### config.mk
export PLATFORM = sky130hd
export DESIGN_NAME = mos6502_int_seq
export DESIGN_NICKNAME = d
export VERILOG_FILES = /design/src/rtl/mos6502_int_seq.sv
export SDC_FILE = /design/constraint.sdc
export NUM_CORES = 1
export LEC_CHECK = 0
export CAP_MARGIN = 20
export CORE_ASPECT_RATIO = 0.75
export CORE_MARGIN = 2
export CORE_UTILIZATION = 37
export CTS_CLUSTER_SIZE = 10
export DETAILED_ROUTE_END_ITERATION = 8
export GPL_TIMING_DRIVEN = 0
export HOLD_SLACK_MARGIN = 0.15
export PLACE_DENSITY = 0.82
export SLEW_MARGIN = 20
export SYNTH_ARGS = -nofsm -noshare
export SYNTH_HDL_FRONTEND = slang
export SYNTH_SLANG_ARGS = --single-unit
### constraint.sdc
create_clock -name clk -period 2 [get_ports clk]
set_clock_uncertainty 0.1 [all_clocks]
set_input_delay 0.4 -clock clk [delete_from_list [all_inputs] [get_ports clk]]
set_output_delay 0.4 -clock clk [all_outputs]
set_load 0.005 [all_outputs]
### src/rtl/mos6502_int_seq.sv
// Interrupt/reset entry sequencer for the mos6502 core: NMI edge capture, request
// priority and the 7-cycle RESET/NMI/IRQ/BRK entry bus sequence with vector fetch.
module mos6502_int_seq (
   input  logic        clk,
   input  logic        reset,
   input  logic        rdy,
   input  logic        IRQ,
   input  logic        NMI,
   input  logic        sync,
   input  logic        brk_req,
   input  logic        i_flag,
   input  logic [15:0] pc_in,
   input  logic [7:0]  psr_in,
   input  logic [7:0]  sp_in,
   input  logic [7:0]  d_in,
   output logic        busy,
   output logic [15:0] add_bus,
   output logic [7:0]  d_out,
   output logic        write_en,
   output logic        sp_dec,
   output logic        pc_load,
   output logic [15:0] pc_vec,
   output logic        set_i
);

   typedef enum logic [2:0] {
      S_IDLE, S_T1, S_T2, S_T3, S_T4, S_T5, S_T6, S_T7
   } state_t;

   typedef enum logic [1:0] {K_RST, K_NMI, K_IRQ, K_BRK} kind_t;

   state_t      state, state_next;
   kind_t       kind, kind_next;
   logic        nmi_prev, nmi_pend, nmi_clr, nmi_fall, irq_ok, stacking;
   logic [7:0]  vlo, vlo_next;
   logic [15:0] vec_addr, stack_addr;

   assign nmi_fall   = nmi_prev & ~NMI;
   assign irq_ok     = ~IRQ & ~i_flag;
   assign stack_addr = {8'h01, sp_in};
   assign stacking   = (state == S_T3) || (state == S_T4) || (state == S_T5);

   always_comb begin
      case (kind)
         K_NMI:   vec_addr = 16'hFFFA;
         K_RST:   vec_addr = 16'hFFFC;
         default: vec_addr = 16'hFFFE;
      endcase
   end

   // NOTE: every signal written in an always_comb gets a default first, so no path can infer a latch.
   always_comb begin
      state_next = state;
      kind_next  = kind;
      vlo_next   = vlo;
      nmi_clr    = 1'b0;
      if (rdy) begin
         case (state)
            S_IDLE: begin
               if (sync) begin
                  if (nmi_pend) begin
                     state_next = S_T1;
                     kind_next  = K_NMI;
                  end else if (brk_req) begin
                     state_next = S_T1;
                     kind_next  = K_BRK;
                  end else if (irq_ok) begin
                     state_next = S_T1;
                     kind_next  = K_IRQ;
                  end
               end
            end
            S_T1: state_next = S_T2;
            S_T2: state_next = S_T3;
            S_T3: state_next = S_T4;
            S_T4: state_next = S_T5;
            S_T5: begin
               state_next = S_T6;
               // A pending NMI takes over a maskable entry before its vector is fetched.
               if (nmi_pend && (kind == K_IRQ || kind == K_BRK)) begin
                  kind_next = K_NMI;
                  nmi_clr   = 1'b1;
               end
            end
            S_T6: begin
               state_next = S_T7;
               vlo_next   = d_in;
               nmi_clr    = (kind == K_NMI);
            end
            S_T7:    state_next = S_IDLE;
            default: state_next = S_IDLE;
         endcase
      end
   end

   // NOTE: sequential state uses non-blocking assignments so every flop samples pre-edge values.
   always_ff @(posedge clk) begin
      if (reset) begin
         state    <= S_T1;
         kind     <= K_RST;
         nmi_prev <= 1'b1;
         nmi_pend <= 1'b0;
         vlo      <= 8'h00;
      end else begin
         state    <= state_next;
         kind     <= kind_next;
         vlo      <= vlo_next;
         nmi_prev <= NMI;
         nmi_pend <= (nmi_pend & ~nmi_clr) | nmi_fall;
      end
   end

   always_comb begin
      busy     = 1'b1;
      add_bus  = 16'h0000;
      d_out    = 8'h00;
      write_en = 1'b1;
      sp_dec   = 1'b0;
      pc_load  = 1'b0;
      pc_vec   = 16'h0000;
      set_i    = 1'b0;
      if (!reset) begin
         busy = (state != S_IDLE);
         case (state)
            S_T1, S_T2: add_bus = pc_in;
            S_T3: begin
               add_bus = stack_addr;
               d_out   = pc_in[15:8];
            end
            S_T4: begin
               add_bus = stack_addr;
               d_out   = pc_in[7:0];
            end
            S_T5: begin
               add_bus = stack_addr;
               d_out   = {psr_in[7:6], 1'b1, (kind == K_BRK), psr_in[3:0]};
            end
            S_T6: add_bus = vec_addr;
            S_T7: begin
               add_bus = vec_addr + 16'd1;
               pc_vec  = {d_in, vlo};
               pc_load = rdy;
               set_i   = rdy;
            end
            default: ;
         endcase
         // Reset entry performs the push cycles as reads but still walks SP down.
         if (stacking) begin
            write_en = (kind == K_RST);
            sp_dec   = rdy;
         end
      end
   end

endmodule

---- Yosys cells after proc, flatten, opt, wreduce, memory -nomap -nowiden ----
Index checks and enable logic that the tools add are counted.
word-level totals
  output and inout port bits .............. 45
  flip-flop bits (word level) ............. 15
cells by class
  reductions and logical operators ........ 13
  equal/unequal tests ..................... 13
  $add $sub $neg .......................... 1
  bitwise gates (word level) .............. 8
  multiplexer cells ....................... 28
operator list
  kind                                                  number
  case mux 16 bit (4 select lines)                      1
  2-to-1 mux 16 bit                                     3
  case mux 3 bit (8 select lines)                       1
  case mux 8 bit (3 select lines)                       1
  adder 16 x 1 -> 16 bit (second input constant)        1
  equality test 3 bit (second input constant)           4
  2-to-1 mux 3 bit                                      4
  2-to-1 mux 2 bit                                      5
  2-to-1 mux 1 bit                                      9
  2-to-1 mux 8 bit                                      1
  equality test 3 x 2 -> 1 bit (second input constant)  2
  case mux 3 bit (2 select lines)                       1
  AND reduction 5 bit                                   1
  equality test 2 bit (second input constant)           2
  inequality test 4 bit (second input constant)         1
  inverter 1 bit                                        4
  case mux 2 bit (2 select lines)                       1
  bitwise AND 1 bit                                     3
  equality test 3 x 1 -> 1 bit (second input constant)  1
  zero test 3 bit                                       1
  logical OR 1 bit                                      3
  AND reduction 3 bit                                   1
  nonzero test 3 bit                                    1
  OR reduction 3 bit                                    1
  10 further kinds                                      10

---- Depth between registers and ports, before layout ----
  depth after elaboration ................. 9
  mapped depth ............................ 6
  depth with buffers taken out ............ 4

---- Worst setup path before layout ----
Ideal clock, no wire load.
  path kind ............................... input port to output port
  start point ............................. input reset
  end point ............................... output add_bus[8]
  path buffers ............................ 3
  setup slack ............................. 0.278 ns
  arrival ................................. 1.222 ns
  stages on the path ...................... 4
  cells stage by stage .................... clkbuf_1 -> clkbuf_1 -> clkbuf_1 -> nor2_1
on the way
  word-level cells in the longest chain between the ends .. 1
ends and longest elaborated chain
  what               line  text
  start, declared    5     input logic reset,
  2-to-1 mux 16 bit  122   if (!reset) begin
  end, declared      17    output logic [15:0] add_bus,
No other way between the ends.

---- Worst setup path in the final report ----
  start point ............................. register state[1]
  end point ............................... output add_bus[14]
on the way
  word-level cells in the longest chain between the ends .. 4
  elaborated cells between the ends (all ways) .. 11
  those cells by class .................... 7 x eq/ne; 2 x mux; 2 x reduce/logical
ends and longest elaborated chain
  what                                                                line  text
  start, declared                                                     32    state_t state, state_next;
  start signal, assigned                                              105   state <= state_next;
  equality test 3 x 2 -> 1 bit (tied with other cells)                124   case (state)
  OR reduction 3 bit (no line) or OR reduction 2 bit (tied branches)  n/a
  case mux 16 bit (4 select lines) (*)                                124
  2-to-1 mux 16 bit (*)                                               122
Mark *: on every way between the ends. The rest lies on a longest branch, timed or not.

==> flow_results.xml <==
<?xml version="1.0" encoding="UTF-8"?>
<metrics>
  <group name="layout">
    <metric name="fin_nets" unit="">392</metric>
    <metric name="syn2layout_area_growth" unit="%">105</metric>
    <metric name="utilization" unit="">0.799</metric>
    <metric name="antenna_cells_inserted" unit="">0</metric>
    <metric name="proportion_of_layout_cells_with_a_drive_suffix_above_1" unit="">0.458</metric>
  </group>
  <group name="synth">
    <metric name="netlist_instances" unit="">213</metric>
    <metric name="dominant_cell_type_by_area_after_synthesis" unit="">sky130_fd_sc_hd__dfxtp_1</metric>
    <metric name="ys_async_sr_fraction" unit="">0</metric>
    <metric name="fraction_of_the_yosys_area_taken_by_sequential_cells" unit="">0.209</metric>
    <metric name="most_used_standard_cell_by_instance_count_after_synthesis" unit="">sky130_fd_sc_hd__nand2_1</metric>
    <metric name="syn_nets" unit="">261</metric>
    <metric name="synth.distinct_cells" unit="">35</metric>
    <metric name="register_bit_count_reported_by_yosys" unit="">15</metric>
    <metric name="average_instance_area_after_synthesis" unit="um2">6.74</metric>
    <metric name="postSynth.topFlopCell" unit="">sky130_fd_sc_hd__dfxtp_1</metric>
    <metric name="synth_area" unit="um2">1440</metric>
    <metric name="yosysWarnings" unit="">0</metric>
    <metric name="synth.top_cells.by_area" unit="">sky130_fd_sc_hd__dfxtp_1, sky130_fd_sc_hd__a21oi_1, sky130_fd_sc_hd__and2_1</metric>
    <metric name="netlist.area_leader.share" unit="">0.209</metric>
    <metric name="synth_edf_count" unit="">0</metric>
    <metric name="synth.top_cells.by_count" unit="">sky130_fd_sc_hd__nand2_1, sky130_fd_sc_hd__a21oi_1, sky130_fd_sc_hd__o21ai_0</metric>
  </group>
  <group name="hold_path">
    <metric name="timing.hold.worst.class" unit="">flop to flop</metric>
  </group>
  <group name="drt">
    <metric name="vias_per_cell" unit="">6.07</metric>
    <metric name="route.detailed.wl_per_inst" unit="um">21.3</metric>
    <metric name="ant_nets_after_route" unit="">0</metric>
    <metric name="final_routed_wirelength" unit="um">8400</metric>
    <metric name="vias" unit="">2397</metric>
    <metric name="drt_drc_violations_left" unit="">0</metric>
    <metric name="detail_route.first_pass.iterations" unit="">7</metric>
    <metric name="detailedRoute.firstIterationViolations" unit="">309</metric>
  </group>
  <group name="global_route">
    <metric name="initial_antenna_violation_count" unit="">0</metric>
    <metric name="grt_max_degree" unit="">11</metric>
    <metric name="global_route.usage.total" unit="">0.283</metric>
    <metric name="grt.overflow.total" unit="">0</metric>
    <metric name="number_of_global_route_vias_before_repair" unit="">2022</metric>
    <metric name="grt_pass1_wl" unit="um">10100</metric>
  </group>
  <group name="place">
    <metric name="gp_congestion" unit="">0.840</metric>
    <metric name="count_of_input_and_output_buffers" unit="">89</metric>
    <metric name="pre_cts_slack" unit="ns">-0.504</metric>
    <metric name="detailedPlacementHpwl" unit="um">3960</metric>
  </group>
  <group name="status">
    <metric name="violations" unit="">negative setup slack</metric>
    <metric name="run_status" unit="">complete, but fails checks</metric>
  </group>
  <group name="cts">
    <metric name="cts_tree" unit="">built</metric>
    <metric name="clk_root_buffer_cell" unit="">sky130_fd_sc_hd__clkbuf_8</metric>
    <metric name="cts_sinks" unit="">15</metric>
    <metric name="htree_num_levels" unit="">1</metric>
    <metric name="max-clock-path-buffers" unit="">2</metric>
    <metric name="clk_latency" unit="ns">0.26</metric>
    <metric name="numCtsBuffers" unit="">3</metric>
    <metric name="cts.reportedPaths.clkPinSlew" unit="ns">0.06</metric>
  </group>
  <group name="worst_setup_path">
    <metric name="path_max_fanout" unit="">5</metric>
    <metric name="crit_path_start_kind" unit="">flop</metric>
    <metric name="critPathRequiredTime" unit="ns">1.50</metric>
    <metric name="cp_data_arrival_time" unit="ns">1.75</metric>
    <metric name="worstSetupPathType" unit="">flop to output pin</metric>
    <metric name="timing.critical_path.to_type" unit="">output pin</metric>
  </group>
  <group name="power_and_ir_drop">
    <metric name="pwr_density_cell" unit="nW/um2">441</metric>
    <metric name="power.combinational.fraction" unit="">0.550</metric>
    <metric name="max-vdd-ir-drop" unit="uV">345</metric>
    <metric name="power_switching" unit="mW">0.469</metric>
    <metric name="sw_frac_of_total" unit="">0.361</metric>
    <metric name="clkPwrFrac" unit="">0.196</metric>
    <metric name="share_seq_of_total_power" unit="">0.253</metric>
    <metric name="power.internal" unit="mW">0.830</metric>
    <metric name="total_leakage_power" unit="nW">1.31</metric>
  </group>
  <group name="floorplan">
    <metric name="number_of_placement_rows" unit="">19</metric>
    <metric name="floorplan.die.height" unit="um">58.0</metric>
    <metric name="dieWidth" unit="um">75.9</metric>
    <metric name="initial_core_util" unit="">0.390</metric>
    <metric name="floorplan.die_area" unit="um2">4400</metric>
    <metric name="io_pins" unit="">93</metric>
    <metric name="floorplan.core_area" unit="um2">3680</metric>
  </group>
  <group name="timing">
    <metric name="hold_viol_final" unit="">0</metric>
    <metric name="grt_setup_unrepaired" unit="">yes</metric>
    <metric name="post-route-period-util" unit="">1.12</metric>
    <metric name="tightest_slew" unit="ns">0.705</metric>
    <metric name="setup_viol" unit="">41</metric>
    <metric name="timing.final.max_slew_violations" unit="">0</metric>
    <metric name="achievable-frequency" unit="MHz">444</metric>
    <metric name="final_worst_path_setup_slack" unit="ns">-0.250</metric>
    <metric name="max_slew_margin" unit="">0.530</metric>
    <metric name="finalWorstPathRequiredPeriod" unit="ns">2.25</metric>
  </group>
  <group name="job">
    <metric name="maxCapViolCount" unit="">0</metric>
  </group>
</metrics>
-- logic make-up after synthesis --
group	after synthesis	synth area share
buffers and inverters	24	0.0758
XOR/XNOR	3	0.0183
adder cells (fa/ha/maj)	1	0.00697
AND/OR/NAND/NOR	91	0.322
multiplexers	7	0.0549
AO/OA/AOI/OAI	72	0.313
flip-flops	15	0.209
-- placed cells by master, fill, tap and decap left out, drive strengths merged, types with 3 or more instances in the layout --
cell            n
nand2          30
dfxtp          15
a21oi          24
inv             4
and2           19
a22o            5
o21ai          21
nor2           18
nor2b          13
clkdlybuf4s50  39
dlymetal6s2s    3
a22oi          11
mux2            7
clkbuf         25
buf            79
-- metrics by stage --
| step | setup TNS, ns | hold slack (ns) | instance area [um2] | power [mW] | instances |
|---|---|---|---|---|---|
| floorplan | 0 | 0.332 | 1440 | 0.551 | 213 |
| global placement | -16.35 | 0.337 | 2390 | 0.785 | 354 |
| detailed placement | -17.53 | 0.342 | 2390 | 0.791 | 354 |
| CTS | -2.06 | 0.350 | 2700 | 1.12 | 378 |
| global route | -6.26 | 0.383 | 2950 | 1.33 | 395 |
| finish | -5.29 | 0.360 | 2950 | 1.30 | 395 |
-- power by group through the flow --
stage                     logic [mW]  registers [mW]  clock network (mW)
after floorplan                0.227           0.324                   0
after global placement         0.459           0.326                   0
after detailed placement       0.464           0.327                   0
after CTS                      0.553           0.322               0.246
after global routing           0.737           0.329               0.269
final                          0.715           0.329               0.255
-- area by class of cell --
| cell class | count | area, um2 |
|---|---|---|
| multi-input cells | 174 | 1210 |
| repair buffers | 129 | 1150 |
| fillers | 231 | 739 |
| flip-flops and latches | 15 | 312 |
| plain buffers | 17 | 145 |
| well taps | 52 | 65.1 |
| clock buffers | 4 | 45.0 |
| inverters | 4 | 15.0 |
-- layer usage --
layer | share of wire | up-vias | wire length [um] | global-route usage
li1 | - | 1002 | - | -
met5 | 0 | - | 0 | 0
met3 | 0.12 | 65 | 987 | 0.0763
met2 | 0.45 | 229 | 3760 | 0.483
met1 | 0.38 | 1101 | 3170 | 0.361
met4 | 0.058 | 0 | 488 | 0.0701
-- worst max-delay path: stages (launching register included) --
cell                      delay, ns
sky130_fd_sc_hd__dfxtp_4       0.38
sky130_fd_sc_hd__buf_8         0.14
sky130_fd_sc_hd__buf_6         0.12
sky130_fd_sc_hd__nor3b_4       0.25
sky130_fd_sc_hd__buf_6         0.18
sky130_fd_sc_hd__nand2_4       0.05
sky130_fd_sc_hd__a21oi_2       0.20
sky130_fd_sc_hd__buf_2         0.18
-- path summary, 6_finish.rpt --
check	from	end	slack, ns	cells after the start
setup / recovery	state[1]	add_bus[14]	-0.25	7
hold / removal	vlo[1]	vlo[1]	0.36	2
setup reg to reg	state[0]	kind[1]	0.16	6
hold reg to reg	vlo[1]	vlo[1]	0.36	2
-- flip-flops by register name (all words and copies together), names as in the netlist --
register and flops:
vlo 8, nmi_pend 1, kind 2, state 3, nmi_prev 1
-- what timing repair did --
| item | in CTS | in global routing |
|---|---|---|
| gates resized for setup | 217 | 66 |
| setup endpoints to repair | 45 | 44 |
| setup buffers | 21 | 17 |
| pin swaps | 32 | 26 |
| hold buffers | 0 | 0 |
| cloned | 0 | 2 |
(Power assumes the default switching activity.)
